--- config.mk ---
export PLATFORM = sky130hd
export DESIGN_NAME = gray_updown_counter
export DESIGN_NICKNAME = d
export VERILOG_FILES = /design/src/rtl/gray_pkg.sv /design/src/rtl/gray_updown_counter_gray2bin.sv /design/src/rtl/gray_updown_counter.sv
export SDC_FILE = /design/constraint.sdc
export NUM_CORES = 1
export LEC_CHECK = 0
export ABC_AREA = 1
export BUFFER_PORTS_ARGS = -buffer_cell sky130_fd_sc_hd__buf_4
export CORE_MARGIN = 2
export CORE_UTILIZATION = 47
export CTS_BUF_LIST = sky130_fd_sc_hd__clkbuf_4 sky130_fd_sc_hd__clkbuf_8
export CTS_CLUSTER_DIAMETER = 80
export DETAILED_ROUTE_END_ITERATION = 16
export GPL_TIMING_DRIVEN = 1
export PLACE_DENSITY = 0.73
export SLEW_MARGIN = 20
export SYNTH_ARGS = -nofsm -noshare
export SYNTH_HDL_FRONTEND = slang
export SYNTH_SLANG_ARGS = --single-unit
--- constraint.sdc ---
create_clock -name clk -period 2.1 [get_ports clk]
set_clock_uncertainty 0.15 [all_clocks]
set_input_delay 0.21 -clock clk [delete_from_list [all_inputs] [get_ports clk]]
set_output_delay 0.21 -clock clk [all_outputs]
set_load 0.05 [all_outputs]
--- src/rtl/gray_pkg.sv ---
// Shared constants and Gray/binary conversion helpers for the Gray up/down counter.
// The functions work on 32-bit values; narrower callers zero-extend and truncate.
package gray_pkg;

  localparam int DEFAULT_WIDTH = 4;

  function automatic logic [31:0] bin2gray(input logic [31:0] binVal);
    return binVal ^ (binVal >> 1);
  endfunction

  // Zero-extended upper bits leave the MSB-first prefix XOR unaffected.
  function automatic logic [31:0] gray2bin(input logic [31:0] grayVal);
    logic [31:0] binVal;
    binVal[31] = grayVal[31];
    for (int i = 30; i >= 0; i--) begin
      binVal[i] = binVal[i+1] ^ grayVal[i];
    end
    return binVal;
  endfunction

endpackage

--- src/rtl/gray_updown_counter_gray2bin.sv ---
// Stand-alone combinational Gray-to-binary converter (MSB-first prefix XOR).
// Purely combinational; usable outside the counter at any width.
module gray2bin
  import gray_pkg::*;
#(
  parameter int WIDTH = DEFAULT_WIDTH
) (
  input  logic [WIDTH-1:0] gray_i,
  output logic [WIDTH-1:0] bin_o
);

  // Each binary bit is the XOR of all Gray bits at and above it.
  always_comb begin
    bin_o = '0;
    bin_o[WIDTH-1] = gray_i[WIDTH-1];
    for (int i = WIDTH - 2; i >= 0; i--) begin
      bin_o[i] = bin_o[i+1] ^ gray_i[i];
    end
  end

endmodule

--- src/rtl/gray_updown_counter.sv ---
// Up/down counter holding a binary count with registered Gray, end-flag and wrap outputs.
// Every output is a register fed from the same next-state value, so they always agree.
module gray_updown_counter
  import gray_pkg::*;
#(
  parameter int WIDTH    = DEFAULT_WIDTH,
  parameter bit SATURATE = 1'b0
) (
  input  logic             clk,
  input  logic             rst_n,
  input  logic             en,
  input  logic             up,
  input  logic             load,
  input  logic [WIDTH-1:0] load_gray,
  output logic [WIDTH-1:0] gray,
  output logic [WIDTH-1:0] bin,
  output logic             at_max,
  output logic             at_min,
  output logic             wrap
);

  localparam logic [WIDTH-1:0] MAX_VAL = '1;
  localparam logic [WIDTH-1:0] ONE     = WIDTH'(1);

  logic [WIDTH-1:0] cnt_q, cnt_d;
  logic [WIDTH-1:0] gray_q, gray_d;
  logic             atMax_q, atMax_d;
  logic             atMin_q, atMin_d;
  logic             wrap_q, wrap_d;
  logic [WIDTH-1:0] loadBin;

  gray2bin #(
    .WIDTH(WIDTH)
  ) uLoadConv (
    .gray_i(load_gray),
    .bin_o (loadBin)
  );

  // Load beats counting; at an end the step either wraps or, when saturating, is blocked.
  always_comb begin
    cnt_d  = cnt_q;
    wrap_d = 1'b0;
    if (load) begin
      cnt_d = loadBin;
    end else if (en) begin
      if (up) begin
        if (cnt_q == MAX_VAL) begin
          wrap_d = 1'b1;
          cnt_d  = SATURATE ? cnt_q : '0;
        end else begin
          cnt_d = cnt_q + ONE;
        end
      end else begin
        if (cnt_q == '0) begin
          wrap_d = 1'b1;
          cnt_d  = SATURATE ? cnt_q : MAX_VAL;
        end else begin
          cnt_d = cnt_q - ONE;
        end
      end
    end
    gray_d  = WIDTH'(bin2gray(32'(cnt_d)));
    atMax_d = (cnt_d == MAX_VAL);
    atMin_d = (cnt_d == '0);
  end

  always_ff @(posedge clk or negedge rst_n) begin
    if (!rst_n) begin
      cnt_q   <= '0;
      gray_q  <= '0;
      atMax_q <= 1'b0;
      atMin_q <= 1'b1;
      wrap_q  <= 1'b0;
    end else begin
      cnt_q   <= cnt_d;
      gray_q  <= gray_d;
      atMax_q <= atMax_d;
      atMin_q <= atMin_d;
      wrap_q  <= wrap_d;
    end
  end

  assign bin    = cnt_q;
  assign gray   = gray_q;
  assign at_max = atMax_q;
  assign at_min = atMin_q;
  assign wrap   = wrap_q;

endmodule

==> metrics.cfg <==
[detailed_routing]
drt_iter0_markers = 6
dr.pass1.iters = 4
vias = 619
ant_nets = 0
wl_per_cell_um = 10.8
wirelength_um = 1380
drc = 0
viasPerCell = 4.84

[die]
rows = 14
die_w_um = 42.8
floorplan.initialDensity_pct = 48.7
die_h_um = 42.8
design.die.area_um2 = 1830
core_area_um2 = 1450
io_pins = 20

[critical_path]
endpoint_kind = flip-flop
reg2reg_to = gray[0]$_DFF_PN0_
crit_type = flip-flop to flip-flop
critical_path_peak_fanout = 7
r2r_slack_ns = 0.18
rr_worst_depth = 11
r2r_start = bin[1]$_DFF_PN0_
cp-start-kind = flip-flop
critical_path_arrival_ns = 1.92
worstPathRequired_ns = 2.09

[synth]
synth_top_area_share_pct = 31.8
synth_cells = 91
syn-mean-instance-area_um2 = 7.78
ys_seq_elements = 10
yosys_warnings = 0
netlist_top_cells_area = dfrtp_1, nand2_1, ha_1
synth-seq-area-share_pct = 35.5
synth_edf_count = 0
synth_cell_types = 25
synthTopCellsByCount = nand2_1, dfrtp_1, inv_1, nand3_1, nand2_2
async_flop_share_pct = 100
synth_area_um2 = 708
yosys.area.top_type = dfrtp_1
syn_nets = 105
yosysMostFrequentCell = nand2_1
ys.flop_type = dfrtp_1

[pwr]
max-vdd-ir-drop_uv = 341
p_leak_nw = 0.492
p_per_area_nw_per_um2 = 837

[timing]
finalCriticalPeriod_ns = 1.92
rsz0062_at_grt = false
setup_violations = 0
timing.final.crit_share_pct = 91.5
tightest_slew_ns = 0.362
max_freq_ghz = 0.521
drv_slew = 0
hold_violations = 0
setup-tns-final_ns = 0
slew_headroom_pct = 75.9

[clock_network]
insertion_delay_ns = 0.26
numCtsBuffers = 3
cts_tree = built
path_clk_slew_ns = 0.07
cts.sinks = 10
ctsLongestPathBuffers = 2
clk_root_buffer_cell = clkbuf_4
cts_max_level = 1

[finish]
diodes = 0
design_area_um2 = 895
nNetsFinal = 127
drive_gt1_share_pct = 40.2
syn2layout_area_growth_pct = 26.3

[place]
placed_cell_area_um2 = 848
io_buffers = 19
gp_congestion = 0.762
dp_hpwl_um = 1150

[min_path]
hold_end = wrap$_DFF_PN0_
hp-start = load
hold_depth = 2
min_path_type = input pin to flip-flop

[flow_run]
max-cap-violations = 0

[global_routing]
track_usage_pct = 17.9
antenna_found_initial = 0
grt_max_degree = 11
first_global_vias = 594
grt_pass1_wl_um = 2460
grt_overflow_total = 0

[status]
status = complete, no violations

[state kept, by name (all words and copies together), names as in the netlist]
signal and flops:
bin 4, gray 3, at_max 1, at_min 1
wrap 1
[metrics by stage]
stage / std cells / worst slack [ns] / util (%) / hold slack (ns) / total power [mW]
global route: 128 / 0.0102 / 61.5 / 0.0502 / 0.798
global placement: 123 / 0.235 / 58.3 / -0.111 / 0.576
detailed placement: 123 / 0.176 / 58.3 / -0.108 / 0.585
CTS: 128 / 0.165 / 61.5 / 0.0330 / 0.752
floorplan: 91 / 0.0207 / - / -0.236 / 0.496
finish: 128 / 0.179 / 61.5 / 0.0368 / 0.749
[worst max path at each step]
stage / end / from / cells past startpoint
after floorplan: gray[0]$_DFF_PN0_ / bin[1]$_DFF_PN0_ / 11
after global placement: gray[0]$_DFF_PN0_ / bin[1]$_DFF_PN0_ / 11
after detailed placement: at_max$_DFF_PN0_ / bin[1]$_DFF_PN0_ / 13
after CTS: at_max$_DFF_PN0_ / bin[1]$_DFF_PN0_ / 13
after global routing: at_max$_DFF_PN0_ / bin[1]$_DFF_PN0_ / 13
final: gray[0]$_DFF_PN0_ / bin[1]$_DFF_PN0_ / 11
[per-layer routing]
| layer | routed length [µm] | GRT usage (%) | part of all wire (%) | up-vias |
|---|---|---|---|---|
| met1 | 583 | 23.0 | 42 | 272 |
| li1 | - | - | - | 327 |
| met5 | 0 | 0 | 0 | - |
| met2 | 736 | 31.5 | 53 | 20 |
| met3 | 62 | 2.55 | 4.5 | 0 |
| met4 | 0 | 3.75 | 0 | 0 |
[power by group]
part	total [mW]	internal [mW]	switching, mW
Combinational	0.326	0.106	0.220
Clock	0.169	0.105	0.0639
Sequential	0.254	0.222	0.0322
[cell usage in the layout (no fill, tap or decap)]
cell type      netlist  routed
nand2_1             25      25
buf_4                1      19
inv_1                9       9
nand3_1              8       8
dfrtp_1              9       8
nand2_2              7       7
ha_1                 5       5
inv_2                4       4
o21ai_2              3       3
clkbuf_4             0       3
nor2_2               2       2
o21ai_1              2       2
nor2_1               2       2
a21oi_1              2       2
xor2_1               1       1
xnor2_1              1       1
nand3b_1             1       1
nand2_4              1       1
a21oi_2              1       1
nand3_2              1       1
nor2_4               1       1
nand4_1              1       1
nor3_1               1       1
dfstp_2              1       1
dfrtp_2              0       1
clkbuf_8             0       1
dlygate4sd3_1        0       1
[logic make-up (layout without fill, tap and decap cells)]
family / Yosys count / after routing / share of synthesized area [%]
AO/OA/AOI/OAI: 8 / 8 / 7.77
XOR/XNOR: 2 / 2 / 2.47
adder cells (fa/ha/maj): 5 / 5 / 8.83
buffers and inverters: 16 / 37 / 10.2
flip-flops: 10 / 10 / 35.5
AND/OR/NAND/NOR: 50 / 50 / 35.2
[what timing repair did]
item | 4_1_cts | 5_1_grt
resized for setup | 0 | 0
hold buffers | 1 | 0
setup buffers | 0 | 0
hold endpoints to repair | 10 | 0
[worst max-delay path, cell delays in order (launching register included)]
cell     delay (ns)
dfrtp_1        0.50
inv_1          0.08
ha_1           0.22
nand2_4        0.08
inv_2          0.04
a21oi_2        0.13
nand2_1        0.07
o21ai_1        0.08
nand2_1        0.08
nand2_2        0.09
inv_2          0.04
ha_1           0.26
[cell type report]
cell class	count	area, µm²
fillers	137	559
repair buffers	20	153
clock buffers	4	36.3
well taps	16	20.0
inverters	13	48.8
flip-flops and latches	10	253
multi-input cells	65	384
(Power assumes the default switching activity.)
